===== config.mk =====
export PLATFORM = sky130hd
export DESIGN_NAME = fifo_wptr_full
export DESIGN_NICKNAME = d
export VERILOG_FILES = /design/src/rtl/fifo_pkg.sv /design/src/rtl/fifo_sync_2ff.sv /design/src/rtl/fifo_wptr_full.sv
export SDC_FILE = /design/constraint.sdc
export NUM_CORES = 1
export LEC_CHECK = 0
export ABC_AREA = 1
export CORE_MARGIN = 10
export CORE_UTILIZATION = 45
export DETAILED_ROUTE_END_ITERATION = 7
export GPL_TIMING_DRIVEN = 0
export PLACE_DENSITY = 0.82
export SLEW_MARGIN = 20
export SYNTH_ARGS = -nofsm -noshare
export SYNTH_HDL_FRONTEND = slang
export SYNTH_SLANG_ARGS = --single-unit
export TNS_END_PERCENT = 20

===== constraint.sdc =====
create_clock -name g_clk -period 2.2 [get_ports g_clk]
set_input_delay 0.33 -clock g_clk [delete_from_list [all_inputs] [get_ports g_clk]]
set_output_delay 0.33 -clock g_clk [all_outputs]
set_load 0.02 [all_outputs]

===== src/rtl/fifo_pkg.sv =====
// Shared definitions for the async FIFO pointer blocks: default geometry,
// pointer-width derivation and binary/Gray conversion helpers.
package fifo_pkg;

  localparam int unsigned FIFO_ADDR_WIDTH = 4;
  localparam int unsigned FIFO_AF_MARGIN  = 2;

  // Pointers carry one extra wrap bit so full and empty can be told apart.
  function automatic int unsigned fifo_pw(input int unsigned addr_width);
    return addr_width + 1;
  endfunction

  // Operates on a zero-extended 32-bit value, so any pointer width up to 32 works.
  function automatic logic [31:0] fifo_bin2gray(input logic [31:0] b);
    return b ^ (b >> 1);
  endfunction

  // Prefix XOR from the MSB down; zero-extended upper bits leave the result exact.
  function automatic logic [31:0] fifo_gray2bin(input logic [31:0] g);
    logic [31:0] b;
    b     = '0;
    b[31] = g[31];
    for (int unsigned i = 31; i > 0; i--) begin
      b[i-1] = b[i] ^ g[i-1];
    end
    return b;
  endfunction

endpackage


===== src/rtl/fifo_sync_2ff.sv =====
// Two-flop synchronizer for Gray-coded pointers crossing clock domains.
module fifo_sync_2ff #(
  parameter int unsigned WIDTH = 1
) (
  input  logic             clk_i,
  input  logic             rst_ni,
  input  logic [WIDTH-1:0] d_i,
  output logic [WIDTH-1:0] q_o
);

  logic [WIDTH-1:0] meta_q;
  logic [WIDTH-1:0] sync_q;

  // Capture the foreign-domain value, then give it a full cycle to settle.
  always_ff @(posedge clk_i or negedge rst_ni) begin
    if (!rst_ni) begin
      meta_q <= '0;
      sync_q <= '0;
    end else begin
      meta_q <= d_i;
      sync_q <= meta_q;
    end
  end

  assign q_o = sync_q;

endmodule


===== src/rtl/fifo_wptr_full.sv =====
// Write-side pointer and status logic of an asynchronous FIFO: binary/Gray
// write pointer, synchronized read pointer, registered full/level/almost-full
// and a sticky overflow flag.
module fifo_wptr_full
  import fifo_pkg::*;
#(
  parameter int unsigned ADDR_WIDTH = FIFO_ADDR_WIDTH,
  parameter int unsigned AF_MARGIN  = FIFO_AF_MARGIN
) (
  input  logic                  g_clk,
  input  logic                  w_rst,
  input  logic                  winc,
  input  logic                  wovf_clr,
  input  logic [ADDR_WIDTH:0]   rptr_gray,
  output logic                  wclken,
  output logic [ADDR_WIDTH-1:0] waddr,
  output logic [ADDR_WIDTH:0]   wptr_gray,
  output logic                  wfull,
  output logic                  walmost_full,
  output logic [ADDR_WIDTH:0]   wlevel,
  output logic                  wovf
);

  localparam int unsigned   PW       = fifo_pw(ADDR_WIDTH);
  localparam int unsigned   DEPTH    = 1 << ADDR_WIDTH;
  localparam logic [PW-1:0] AF_LEVEL = PW'(DEPTH - AF_MARGIN);

  logic [PW-1:0] rq2;
  logic [PW-1:0] rbin;

  logic [PW-1:0] wbin_q,         wbin_d;
  logic [PW-1:0] wgray_q,        wgray_d;
  logic [PW-1:0] wlevel_q,       wlevel_d;
  logic          wfull_q,        wfull_d;
  logic          walmost_full_q, walmost_full_d;
  logic          wovf_q,         wovf_d;

  // Raw rptr_gray is touched only by the synchronizer.
  fifo_sync_2ff #(
    .WIDTH (PW)
  ) u_rsync (
    .clk_i  (g_clk),
    .rst_ni (w_rst),
    .d_i    (rptr_gray),
    .q_o    (rq2)
  );

  assign wclken = winc & ~wfull_q;

  // Next-state pointer and status computation from the write pointer and the synchronized read pointer.
  always_comb begin
    rbin           = PW'(fifo_gray2bin(32'(rq2)));
    wbin_d         = wbin_q + PW'(wclken);
    wgray_d        = PW'(fifo_bin2gray(32'(wbin_d)));
    // Full when the write pointer is one lap ahead: top two Gray bits inverted, rest equal.
    wfull_d        = (wgray_d == {~rq2[PW-1:PW-2], rq2[PW-3:0]});
    wlevel_d       = wbin_d - rbin;
    walmost_full_d = (wlevel_d >= AF_LEVEL);
    wovf_d         = wovf_q;
    if (winc && wfull_q) begin
      wovf_d = 1'b1;
    end else if (wovf_clr) begin
      wovf_d = 1'b0;
    end
  end

  // State registers for the pointers and status flags.
  always_ff @(posedge g_clk or negedge w_rst) begin
    if (!w_rst) begin
      wbin_q         <= '0;
      wgray_q        <= '0;
      wlevel_q       <= '0;
      wfull_q        <= 1'b0;
      walmost_full_q <= 1'b0;
      wovf_q         <= 1'b0;
    end else begin
      wbin_q         <= wbin_d;
      wgray_q        <= wgray_d;
      wlevel_q       <= wlevel_d;
      wfull_q        <= wfull_d;
      walmost_full_q <= walmost_full_d;
      wovf_q         <= wovf_d;
    end
  end

  assign waddr        = wbin_q[ADDR_WIDTH-1:0];
  assign wptr_gray    = wgray_q;
  assign wfull        = wfull_q;
  assign walmost_full = walmost_full_q;
  assign wlevel       = wlevel_q;
  assign wovf         = wovf_q;

endmodule


# Word-level counts from Yosys, hierarchy flattened
# Index checks and enable logic that the tools add are counted.
# totals
ff_bits,28
inputBits,9
out_inout_bits,18
wordCells,24
# classes
addsub,2
n_lt_le_gt_ge,1
eq_ne,1
n_mux,2
bitwise_logic,8
n_reduce_logical,2
# op_table
operator,n
adder 5 x 1 -> 5 bit,1
equality test 5 bit,1
"greater-or-equal comparator 5 x 4 -> 1 bit, second input constant",1
subtractor 5 bit,1
bitwise XOR 5 x 4 -> 5 bit,1
bitwise XOR 1 bit,4
2-to-1 mux 1 bit,2
inverter 2 bit,1
nonzero test 2 bit,1
bitwise AND 1 bit,1
logical AND 1 bit,1
inverter 1 bit,1

# Logic depth before layout (Yosys ltp)
# logic_depth
depth_word,6
mapped_depth,14

# By module
# A second synthesis with hierarchy kept.
# hier_totals
hier_cells,140
hier_area_um2,1276.2
# modules_own_cells
module,n_inst,cells_per_inst,area_each_um2,seq_area_each_um2
fifo_wptr_full,1,130,1026.0,425.4
fifo_sync_2ff,1,10,250.2,250.2

# Worst setup path before layout
# OpenSTA, ideal clock, no wires.
# synth_path
path_kind,flip-flop to flip-flop
startpoint,reg wfull_q (netlist: wfull)
endpoint,reg walmost_full_q (netlist: walmost_full)
t_arrival_ns,2.342
path_slack_ns,-0.266
path_stages_with_launch,12
n_path_buf,0
period_less_slack_ns,2.466
path_cell_list,dfrtp_1 -> nor2_1 -> ha_1 -> inv_1 -> nand2_1 -> nand2_1 -> fa_1 -> nor2_1 -> o21a_1 -> nor2_1 -> xor2_1 -> nand2_1
# synth_via
elab_chain_cells,5
# synth_lines
element,line,text
"start, declared",fifo_wptr_full.sv:34,"logic wfull_q, wfull_d;"
"start signal, assigned",fifo_wptr_full.sv:80,wfull_q <= wfull_d;
inverter 1 bit,fifo_wptr_full.sv:48,assign wclken = winc & ~wfull_q;
bitwise AND 1 bit,fifo_wptr_full.sv:48,
named net wclken,fifo_wptr_full.sv:15,"output logic wclken,"
adder 5 x 1 -> 5 bit,fifo_wptr_full.sv:53,wbin_d = wbin_q + PW'(wclken);
subtractor 5 bit,fifo_wptr_full.sv:57,wlevel_d = wbin_d - rbin;
greater-or-equal comparator 5 x 4 -> 1 bit,fifo_wptr_full.sv:58,walmost_full_d = (wlevel_d >= AF_LEVEL);
named net walmost_full_d,fifo_wptr_full.sv:35,"logic walmost_full_q, walmost_full_d;"
"end signal, assigned",fifo_wptr_full.sv:81,walmost_full_q <= walmost_full_d;
"end, declared",fifo_wptr_full.sv:35,
# The timed path passes the listed nets, and every way through them passes these cells.
# A chain may end at the register's enable or synchronous reset.

# Final worst setup path
# layout_path
startpoint,reg u_rsync.sync_q[4] (netlist: u_rsync.q_o[4])
endpoint,reg walmost_full_q (netlist: walmost_full)
# layout_via
elab_chain_cells,6
# layout_lines
element,line,text
"start, declared",fifo_sync_2ff.sv:12,logic [WIDTH-1:0] sync_q;
"start signal, assigned",fifo_sync_2ff.sv:21,sync_q <= meta_q;
bitwise XOR 1 bit (4 in a row),fifo_pkg.sv:24,b[i-1] = b[i] ^ g[i-1];
subtractor 5 bit (*),fifo_wptr_full.sv:57,
greater-or-equal comparator 5 x 4 -> 1 bit (*),fifo_wptr_full.sv:58,
named net walmost_full_d,fifo_wptr_full.sv:35,
# The timed path passes the listed nets; every way through them passes the cells marked *.

==> results by stage <==
Power and ir drop:
- The analysis attributes to cell leakage a power of 0.8494 nW.
- The total net switching power is 1.126 mW.
- For this design the ratio of total power to cell area is 1446 nW/um2.
- Internal power comes to 1.378 mW.
- Combinational logic burns 61.2% of the power.
- The worst IR drop on VDD is 0.9622 mV.
- Overall power consumption after layout is estimated at 2.504 mW.
- The sequential power share is 30.1%.
- The part of the total power dissipated in the clock network is 8.6%.
- The switching part of the total is 44.96%.

STA:
- Across all setup checks in the final design, the least slack found is -0.1723 ns.
- Summed over all failing endpoints, the final setup total negative slack is -0.3301 ns.
- Setup repair after global routing could not meet its margin everywhere.
- Setup violations remaining at the end of the flow were counted as 2.
- The slew at the pin closest to its max-slew limit is 0.5869 ns.
- The tightest slew margin relative to the limit is 60.87%.
- The max-slew violation count is 0.
- For this run, the top clock speed supported by timing is 421.5 MHz.
- On the final layout, the worst clock skew is 0.008121 ns.
- Subtracting the final worst setup slack from the clock period gives 2.372 ns.
- The hold violation total from the final report was 0.
- Of the available clock period, the critical path in the final layout requires 107.8%.

Die:
- The effective utilization at floorplan is 46.68%.
- The boundary pin count is 27.
- The placeable core region is 2734 um2.
- Measured along the x axis, the die boundary spans 73.26 um.
- The die is 73.26 um tall.
- The die covers 5366 um2.
- The initialized floorplan defines 19 standard-cell rows.

Yosys:
- By count the netlist is led by sky130_fd_sc_hd__nand2_1, sky130_fd_sc_hd__dfrtp_1, sky130_fd_sc_hd__nand3_1.
- The number of synthesized register bits is 27.
- Synthesis handed over a netlist of 140 instances.
- The share of synthesized area occupied by flip-flops and latches is 52.94%.
- A synthesized cell averages 9.116 um2.
- Synthesis produced a netlist with a net count of 156.
- Yosys mapped the design onto 21 distinct sky130hd cell types.
- Yosys printed 0 warnings.
- The area of the mapped netlist is 1276 um2.
- Counting flops with an async set or reset pin after synthesis yields a share of 100.0%.
- By instance count, the leading cell after synthesis is sky130_fd_sc_hd__nand2_1.
- The share of the synthesized area in the top cell type is 52.94%.
- The top flip-flop cell by instance count after synthesis is sky130_fd_sc_hd__dfrtp_1.
- The number of enable-type register cells in the synthesized netlist is 0.
- By area the synthesized netlist is led by sky130_fd_sc_hd__dfrtp_1, sky130_fd_sc_hd__nand2_1, sky130_fd_sc_hd__nand3_1.
- The library cell with the largest summed area after synthesis is sky130_fd_sc_hd__dfrtp_1.

Route:
- The met2 wire length is 1.481 mm.
- The pre-antenna-repair detailed-routing pass consisted of 4 iterations.
- The top layer reached by signal wires is met4.
- Wire segments on met3 add up to 240 um in the final route.
- For this run, design rule violations remaining after detail routing come to 0.
- After detailed routing, the average wire length per cell comes to 13.97 um.
- Using the TritonRoute via totals, the vias-per-cell ratio works out to 5.169.
- Summed over all layers, the routed wires come to 2.892 mm.
- After detailed routing, the wire length on met1 is 1.129 mm.
- The number of DRC markers after the initial detailed-route iteration is 70.
- The overall via count from detail_route is 1070.
- In this run the remaining antenna-violating nets after routing total 0.

Worst setup path:
- Walking the worst path, the cells encountered are xnor2_2, or2_4, nand2_4, nand2_4, nand3_2, nand2_2, inv_2, ha_4, fa_2, nor2_2, o21a_1, nor2_1, xor2_1, nand2_1.
- The slowest stage of the critical path belongs to the cell sky130_fd_sc_hd__dfrtp_1.
- The worst setup path is launched from a flop.
- STA classifies the critical path endpoint as a flop.
- At the worst endpoint, the required time is 2.44 ns.
- The startpoint-to-endpoint class of the critical path is reg2reg.
- The maximum fanout encountered on the critical timing path is 3.
- The number of cell instances on the worst register-to-register path is 14.
- The delay of the slowest cell on the worst path is 0.43 ns.
- The worst endpoint data arrival time is 2.61 ns.
- The cell repeated most along the worst path is sky130_fd_sc_hd__nand2_4.

Place:
- Detailed placement ended at an HPWL of 2.058 mm.
- The final weighted congestion of routability-driven global placement is 0.8383.
- Buffers placed on the I/O ports in this run total 26.

Worst hold path:
- The worst hold path belongs to the class reg2reg.
- The number of cells on the worst hold path is 0.

Job:
- The number of violations of the max-capacitance limit is 0.

CTS:
- Clock-pin slew was measured on the worst setup and hold paths at 0.15 ns.
- The buffer depth of the longest clock path is 2.
- The clock root buffer is sky130_fd_sc_hd__clkbuf_4.
- Buffers inserted during clock tree synthesis total 3.
- The clock reaches the later pin of the worst-skew pair after 0.33 ns.
- The number of H-tree levels is 1.
- The clock sink count is 27.
- The clock tree from TritonCTS is yes.

Outcome:
- The flow ran to the end, but the final reports show violations.
- The checks that failed: negative setup slack.

Global routing:
- Summed over all layers, the global routing overflow is 0.
- The overall routing resource usage is 10.41%.
- The initial antenna violation count is 0.
- The via count of the first global-routing pass is 1132.
- Entering global routing, the biggest net connects 28 pins.
- The first global-routing pass estimated 4.567 mm of wire.

Cells and area:
- Relative to the synthesized area, the layout overhead comes to 35.69%.
- After the last flow step, the layout net total stands at 193.
- Cells with a size suffix above 1 make up 22.73% of the layout.
- The total inserted antenna cells is 0.
==> path summary, 6_finish.rpt <==
path / start / endpoint / slack (ns)
min in group asynchronous: w_rst / u_rsync.meta_q[3]$_DFF_PN0_ / 0.51
setup / recovery: u_rsync.q_o[4]$_DFF_PN0_ / walmost_full$_DFF_PN0_ / -0.17
max in group asynchronous: w_rst / wfull$_DFF_PN0_ / 1.28
hold reg to reg: u_rsync.meta_q[3]$_DFF_PN0_ / u_rsync.q_o[3]$_DFF_PN0_ / 0.37
hold / removal: u_rsync.meta_q[3]$_DFF_PN0_ / u_rsync.q_o[3]$_DFF_PN0_ / 0.37
setup reg to reg: u_rsync.q_o[4]$_DFF_PN0_ / walmost_full$_DFF_PN0_ / -0.17
==> final cells by class <==
cell class              count  area, um2
plain buffers               1      11.26
clock buffers               3      22.52
clock inverters             1      5.005
fillers                   217       1002
inverters                  19      71.32
multi-input cells          93      603.1
flip-flops and latches     27      676.9
well taps                  31      38.79
repair buffers             32      302.8
==> routing by layer <==
metal,vias to the layer above,GRT usage [%]
li1,514,-
met1,513,10.64
met2,39,18.15
met3,4,4.307
met4,0,4.430
met5,-,0
==> power by group through the flow <==
stage	Combinational [mW]	Clock (mW)	Sequential (mW)
3_5_place_dp	1.43	0	0.769
3_3_place_gp	1.37	0	0.760
5_1_grt	1.69	0.239	0.774
6_report	1.53	0.216	0.755
2_1_floorplan	0.720	0	0.948
4_1_cts	1.51	0.222	0.756
==> placed cells by master (no fill, tap or decap), drive strengths merged <==
master,instances
nand2,43
dfrtp,27
clkdlybuf4s50,25
nand3,24
inv,19
buf,7
nor2,6
ha,6
o21ai,4
clkbuf,3
xor2,2
xnor2,2
nand4,1
or2,1
o21a,1
a21oi,1
nand3b,1
fa,1
clkinv,1
dlygate4sd3,1
==> critical path, delay by kind of cell (launching register included) <==
family / cells / cell delay (ns)
and+or+nand+nor: 8 / 0.74
adders and majority gates: 2 / 0.50
xor gates and xnor gates: 2 / 0.44
DFF: 1 / 0.43
AOI/OAI and AO/OA: 1 / 0.12
buffers and inverters: 1 / 0.04
==> metrics by stage <==
step	utilization, %	hold slack [ns]	area, um2	std cells	setup slack, ns
after floorplan	-	0.03441	1300	140	0.02524
after global placement	58.49	0.3323	1599	197	-0.4393
after detailed placement	58.31	0.3347	1594	197	-0.4851
after CTS	62.24	0.3674	1702	206	-0.08588
after global routing	63.34	0.3701	1732	207	-0.3033
final	63.34	0.3669	1732	207	-0.1723
==> logic make-up (layout without fill, tap and decap cells) <==
family	count (synthesis)	after routing	synth area share (%)
compound gates	6	6	2.843
xor+xnor	4	4	2.746
fa+ha+maj	7	7	7.451
buf+inv	20	56	6.470
flops	27	27	52.94
simple gates	76	76	27.55
==> flip-flops by register name, summed over array words and instances, names as in the netlist <==
| signal | flops |
|---|---|
| u_rsync.meta_q | 5 |
| u_rsync.q_o | 5 |
| walmost_full | 1 |
| wbin_q | 5 |
| wfull | 1 |
| wlevel | 5 |
| wovf | 1 |
| wptr_gray | 4 |
==> repair_timing <==
action | in CTS | in global routing
pin swaps | 5 | 7
gates resized for setup | 7 | 8
endpoints found under the setup margin | 2 | 4
buffers inserted | 4 | 1
hold buffers | 1 | 0
hold endpoints to repair | 27 | 0
Power figures use the tool's default switching activity.
